===== config.mk =====
export PLATFORM = sky130hd
export DESIGN_NAME = hazard_ctrl
export DESIGN_NICKNAME = d
export VERILOG_FILES = /design/src/rtl/hazard_ctrl.sv
export SDC_FILE = /design/constraint.sdc
export NUM_CORES = 1
export LEC_CHECK = 0
export ABC_AREA = 0
export CAP_MARGIN = 30
export CORE_ASPECT_RATIO = 1.25
export CORE_MARGIN = 2
export CORE_UTILIZATION = 31
export CTS_CLUSTER_DIAMETER = 30
export DETAILED_ROUTE_END_ITERATION = 8
export HOLD_SLACK_MARGIN = 0.02
export PLACE_DENSITY = 0.55
export SETUP_SLACK_MARGIN = 0.3
export SYNTH_ARGS = -nofsm -noshare
export SYNTH_HDL_FRONTEND = slang
export SYNTH_SLANG_ARGS = --single-unit

===== constraint.sdc =====
create_clock -name clk -period 3.9 [get_ports clk]
set_clock_uncertainty 0.1 [all_clocks]
set_input_delay 0.39 -clock clk [delete_from_list [all_inputs] [get_ports clk]]
set_output_delay 0.39 -clock clk [all_outputs]
set_load 0.005 [all_outputs]

===== src/rtl/hazard_ctrl.sv =====
// Pipeline hazard controller: RAW stall/bubble, taken-branch squash, memory-wait
// freeze with timeout, and saturating stall/flush performance counters.
module hazard_ctrl #(
  parameter int FORWARDING  = 1,
  parameter int CNT_W       = 16,
  parameter int MEM_TIMEOUT = 63
) (
  input  logic             clk,
  input  logic             rst,
  input  logic [3:0]       id_src1,
  input  logic [3:0]       id_src2,
  input  logic             id_src1_valid,
  input  logic             id_src2_valid,
  input  logic [3:0]       exe_dest,
  input  logic             exe_wb_en,
  input  logic             exe_mem_r_en,
  input  logic [3:0]       mem_dest,
  input  logic             mem_wb_en,
  input  logic             branch_taken,
  input  logic             mem_req,
  input  logic             mem_ready,
  input  logic             clr_cnt,
  output logic             hazard_stall,
  output logic             if_flush,
  output logic             id_flush,
  output logic             freeze_all,
  output logic             mem_timeout,
  output logic [CNT_W-1:0] stall_cnt,
  output logic [CNT_W-1:0] flush_cnt
);

  localparam int WAIT_W = $clog2(MEM_TIMEOUT + 1);

  localparam logic [1:0] RUN  = 2'd0;
  localparam logic [1:0] WAIT = 2'd1;
  localparam logic [1:0] ERR  = 2'd2;

  function automatic logic [CNT_W-1:0] sat_inc(input logic [CNT_W-1:0] v);
    return (&v) ? v : v + CNT_W'(1);
  endfunction

  logic [1:0]        state;
  logic [WAIT_W-1:0] wait_cnt;
  logic              mx1, mx2, mm1, mm2;
  logic              raw;
  logic              mem_pend;

  // wb_en gates every match so a reset dest of 4'hF never matches by itself
  assign mx1 = id_src1_valid & exe_wb_en & (id_src1 == exe_dest);
  assign mx2 = id_src2_valid & exe_wb_en & (id_src2 == exe_dest);
  assign mm1 = id_src1_valid & mem_wb_en & (id_src1 == mem_dest);
  assign mm2 = id_src2_valid & mem_wb_en & (id_src2 == mem_dest);

  assign raw = (FORWARDING != 0) ? (exe_mem_r_en & (mx1 | mx2))
                                 : (mx1 | mx2 | mm1 | mm2);

  assign mem_pend    = mem_req & ~mem_ready;
  assign freeze_all  = rst & ((state == ERR) | mem_pend);
  assign mem_timeout = rst & (state == ERR);

  always_comb begin
    hazard_stall = 1'b0;
    if_flush     = 1'b0;
    id_flush     = 1'b0;
    if (rst && !freeze_all) begin
      if (branch_taken) begin
        if_flush = 1'b1;
        id_flush = 1'b1;
      end else if (raw) begin
        hazard_stall = 1'b1;
        id_flush     = 1'b1;
      end
    end
  end

  always_ff @(posedge clk or negedge rst) begin
    if (!rst) begin
      state    <= RUN;
      wait_cnt <= '0;
    end else begin
      case (state)
        RUN: begin
          if (mem_pend) begin
            state    <= WAIT;
            wait_cnt <= WAIT_W'(1);
          end
        end
        WAIT: begin
          if (mem_ready) begin
            state <= RUN;
          end else if (wait_cnt == WAIT_W'(MEM_TIMEOUT)) begin
            state <= ERR;
          end else begin
            wait_cnt <= wait_cnt + WAIT_W'(1);
          end
        end
        ERR: state <= ERR;
        default: state <= RUN;
      endcase
    end
  end

  // Counters hold entirely while frozen; otherwise clear beats increment
  always_ff @(posedge clk or negedge rst) begin
    if (!rst) begin
      stall_cnt <= '0;
      flush_cnt <= '0;
    end else if (!freeze_all) begin
      if (clr_cnt) begin
        stall_cnt <= '0;
        flush_cnt <= '0;
      end else begin
        if (hazard_stall) stall_cnt <= sat_inc(stall_cnt);
        if (if_flush)     flush_cnt <= sat_inc(flush_cnt);
      end
    end
  end

endmodule


==> results.yml <==
cells_and_area:
  n_antenna_cell: 0
  fin_util: 0.420
  nets: 368
  drive_above_1_share: 0.0796
  area_delta_synth_final_pct: 31.8
power:
  power_density_nw_per_um2: 267
  clock_power_share: 0.344
  combPwrFrac: 0.139
  vdd_drop_max_mv: 0.163
  leakagePower_nw: 1.31
  p_sw_frac: 0.277
  switching_power_mw: 0.242
  seqPwrFrac: 0.518
  internal_power_mw: 0.632
placed_design:
  gp_congestion: 0.774
  dp_hpwl_mm: 4.59
  port_buffers: 58
clocking:
  numCtsBuffers: 5
  cts_tree: "done"
  ctsLongestPathBuffers: 2
  cts_hold_buf: 1
  cts.sinks: 40
  cts_resized: 0
  path_clk_slew_ns: 0.08
  cts_root_buf: "clkbuf_8"
  clk_latency_ns: 0.30
  htreeDepth: 2
  post_cts_buffers: 0
detailed_routing:
  vias_per_cell: 5.20
  vias: 2257
  drt_iter0_markers: 86
  dr.pass1.iters: 4
  drc_errors: 0
  drt-total-wl_mm: 6.35
  ant_nets: 0
  wire_per_inst_um: 14.6
min_path:
  hold_class: "primary input to asynchronous set/reset pin"
sta:
  slew_headroom: 0.584
  hold_viol: 0
  drv_slew: 0
  worstMarginPinSlew_ns: 0.624
  rsz0062_at_grt: "false"
  period_needed_ns: 2.78
  fin_crit_sh: 0.712
  finalSetupViolations: 0
  fin_tns_setup_ns: 0
  max_freq_ghz: 0.360
critical_path:
  critPathSlowestCell: "clkdlybuf4s50_1"
  start_kind: "primary input"
  arrival_ns: 2.29
  cp_common_cell: "clkdlybuf4s50_1"
  crit_path_end_kind: "primary output"
  worstPathMaxFanout: 4
  slowest_delay_ns: 0.52
  criticalPathCategory: "primary input to primary output"
  critical_path.cell_chain: "clkdlybuf4s50_1 -> xnor2_1 -> nand3_1 -> o22ai_1 -> nand2_1 -> nor2_1 -> clkdlybuf4s50_1"
  reg2reg_depth: 7
  cp.required_ns: 3.41
  r2r_slack_ns: 1.25
logic_synthesis:
  syn_inst: 276
  yosysWarnings: 0
  synth.distinct_cells: 46
  async_flop_share: 1.00
  synth_edf_count: 0
  synth_ff_type: "dfrtp_1"
  syn_avg_cell_area_sq_um: 9.00
  synth_area_sq_um: 2480
  syn-num-nets: 306
  ys_seq_area_frac: 0.403
  ys_ff_latch: 40
grt:
  grt_pass1_vias: 2117
  grt_use_total: 0.146
  grt_antenna_before_repair: 0
  grt_max_degree: 31
  grt_pass1_wl_mm: 10.7
  grt-ovfl-total: 0
run_status:
  status: "completed"
floorplan:
  initial_core_util: 0.319
  dieWidth_um: 84.1
  num_rows: 36
  num_io_pins: 64
  die_area_sq_um: 8750
  core_area_sq_um: 7790
  die_y_um: 104
run:
  maxCapViolCount: 0
-- per-layer routing --
layer  global-route usage  vias to the layer above  routed length (um)
met5                    0                        -                   0
met4               0.0276                        0                  55
met3               0.0246                        7                 204
met2                0.239                       39                3090
met1                0.205                     1093                3000
li1                     -                     1118                   -
-- critical path: cells and delay by family --
kind	cells	cell delay [ns]
buffers and inverters	2	1.04
AND/OR/NAND/NOR	3	0.34
AO/OA/AOI/OAI	1	0.39
XOR/XNOR	1	0.13
-- power by group through the flow --
| stage | logic, mW | registers [mW] | clock network [mW] |
|---|---|---|---|
| 2_1_floorplan | 0.0624 | 0.455 | 0 |
| 3_3_place_gp | 0.121 | 0.459 | 0 |
| 3_5_place_dp | 0.122 | 0.460 | 0 |
| 4_1_cts | 0.123 | 0.452 | 0.308 |
| 5_1_grt | 0.135 | 0.454 | 0.322 |
| 6_report | 0.121 | 0.452 | 0.300 |
-- cells by family after synthesis --
group	share of synthesized area
AOI/OAI and AO/OA	0.116
xor gates and xnor gates	0.106
adders and majority gates	0.0151
buffers and inverters	0.0257
DFF	0.403
muxes	0.0121
and+or+nand+nor	0.322
-- final timing paths --
check | start | to
worst max-delay path | exe_dest[0] | hazard_stall
worst min-delay path | rst | wait_cnt[0]$_DFFE_PN0P_
worst max register to register | stall_cnt[0]$_DFFE_PN0P_ | stall_cnt[2]$_DFFE_PN0P_
worst min register to register | wait_cnt[5]$_DFFE_PN0P_ | wait_cnt[5]$_DFFE_PN0P_
max in group asynchronous | rst | flush_cnt[0]$_DFFE_PN0P_
min in group clk | wait_cnt[5]$_DFFE_PN0P_ | wait_cnt[5]$_DFFE_PN0P_
-- area by class of cell --
| type | instances | area, sq um |
|---|---|---|
| clock inverter | 2 | 15.0 |
| multi-input combinational | 221 | 1420 |
| inverter | 8 | 30.0 |
| timing repair buffer | 62 | 608 |
| clock buffer | 6 | 82.6 |
| tap | 95 | 119 |
| fill | 783 | 4520 |
| sequential | 40 | 1000 |
-- per-stage QoR --
stage | std cells | power, mW | area (sq um) | worst slack [ns] | hold slack [ns]
floorplan | 276 | 0.518 | 2480 | 1.71 | -0.00559
global placement | 425 | 0.580 | 3170 | 1.05 | 0.218
detailed placement | 425 | 0.582 | 3170 | 1.05 | 0.227
CTS | 434 | 0.883 | 3270 | 1.08 | 0.435
global route | 434 | 0.911 | 3270 | 0.949 | 0.455
finish | 434 | 0.874 | 3270 | 1.12 | 0.423
-- sequential cells by signal, indices dropped and copies added, names as in the netlist --
| register | count |
|---|---|
| state | 2 |
| wait_cnt | 6 |
| stall_cnt | 16 |
| flush_cnt | 16 |
-- synth_stat cells, types with 2 or more instances --
master | n | area share
nor2b_1 | 5 | 0.013
a211o_1 | 2 | 0.0071
a22oi_1 | 5 | 0.015
a21oi_1 | 7 | 0.014
and3_1 | 5 | 0.013
nor2_1 | 26 | 0.039
nand2_1 | 28 | 0.042
nor3_1 | 11 | 0.022
inv_1 | 7 | 0.011
ha_1 | 3 | 0.015
nor3_2 | 4 | 0.016
nand4_1 | 17 | 0.043
or3_1 | 3 | 0.0076
xor2_1 | 11 | 0.039
o22ai_1 | 4 | 0.010
and4_1 | 3 | 0.011
nand3_1 | 22 | 0.044
o21ai_0 | 12 | 0.024
xnor2_1 | 19 | 0.067
nor4_1 | 4 | 0.010
o21ai_1 | 4 | 0.0081
clkbuf_1 | 6 | 0.0091
nand2b_1 | 2 | 0.0050
dfrtp_1 | 40 | 0.40
mux2i_1 | 3 | 0.012
and2_1 | 3 | 0.0076
-- cells in the final DEF, fill, tap and decap left out, drive strengths merged, types with 5 or more instances in the layout --
master / netlist / final
inv: 7 / 7
clkbuf: 6 / 6
and3: 5 / 5
o21ai: 16 / 16
xor2: 11 / 11
a21oi: 7 / 7
nand4: 17 / 17
xnor2: 19 / 19
nor2b: 5 / 5
nor3: 15 / 15
nand2: 29 / 29
a22oi: 5 / 5
clkdlybuf4s50: 0 / 57
dfrtp: 40 / 40
nand3: 22 / 22
nor2: 27 / 27
Note: power is estimated with default switching activity, not from simulation.
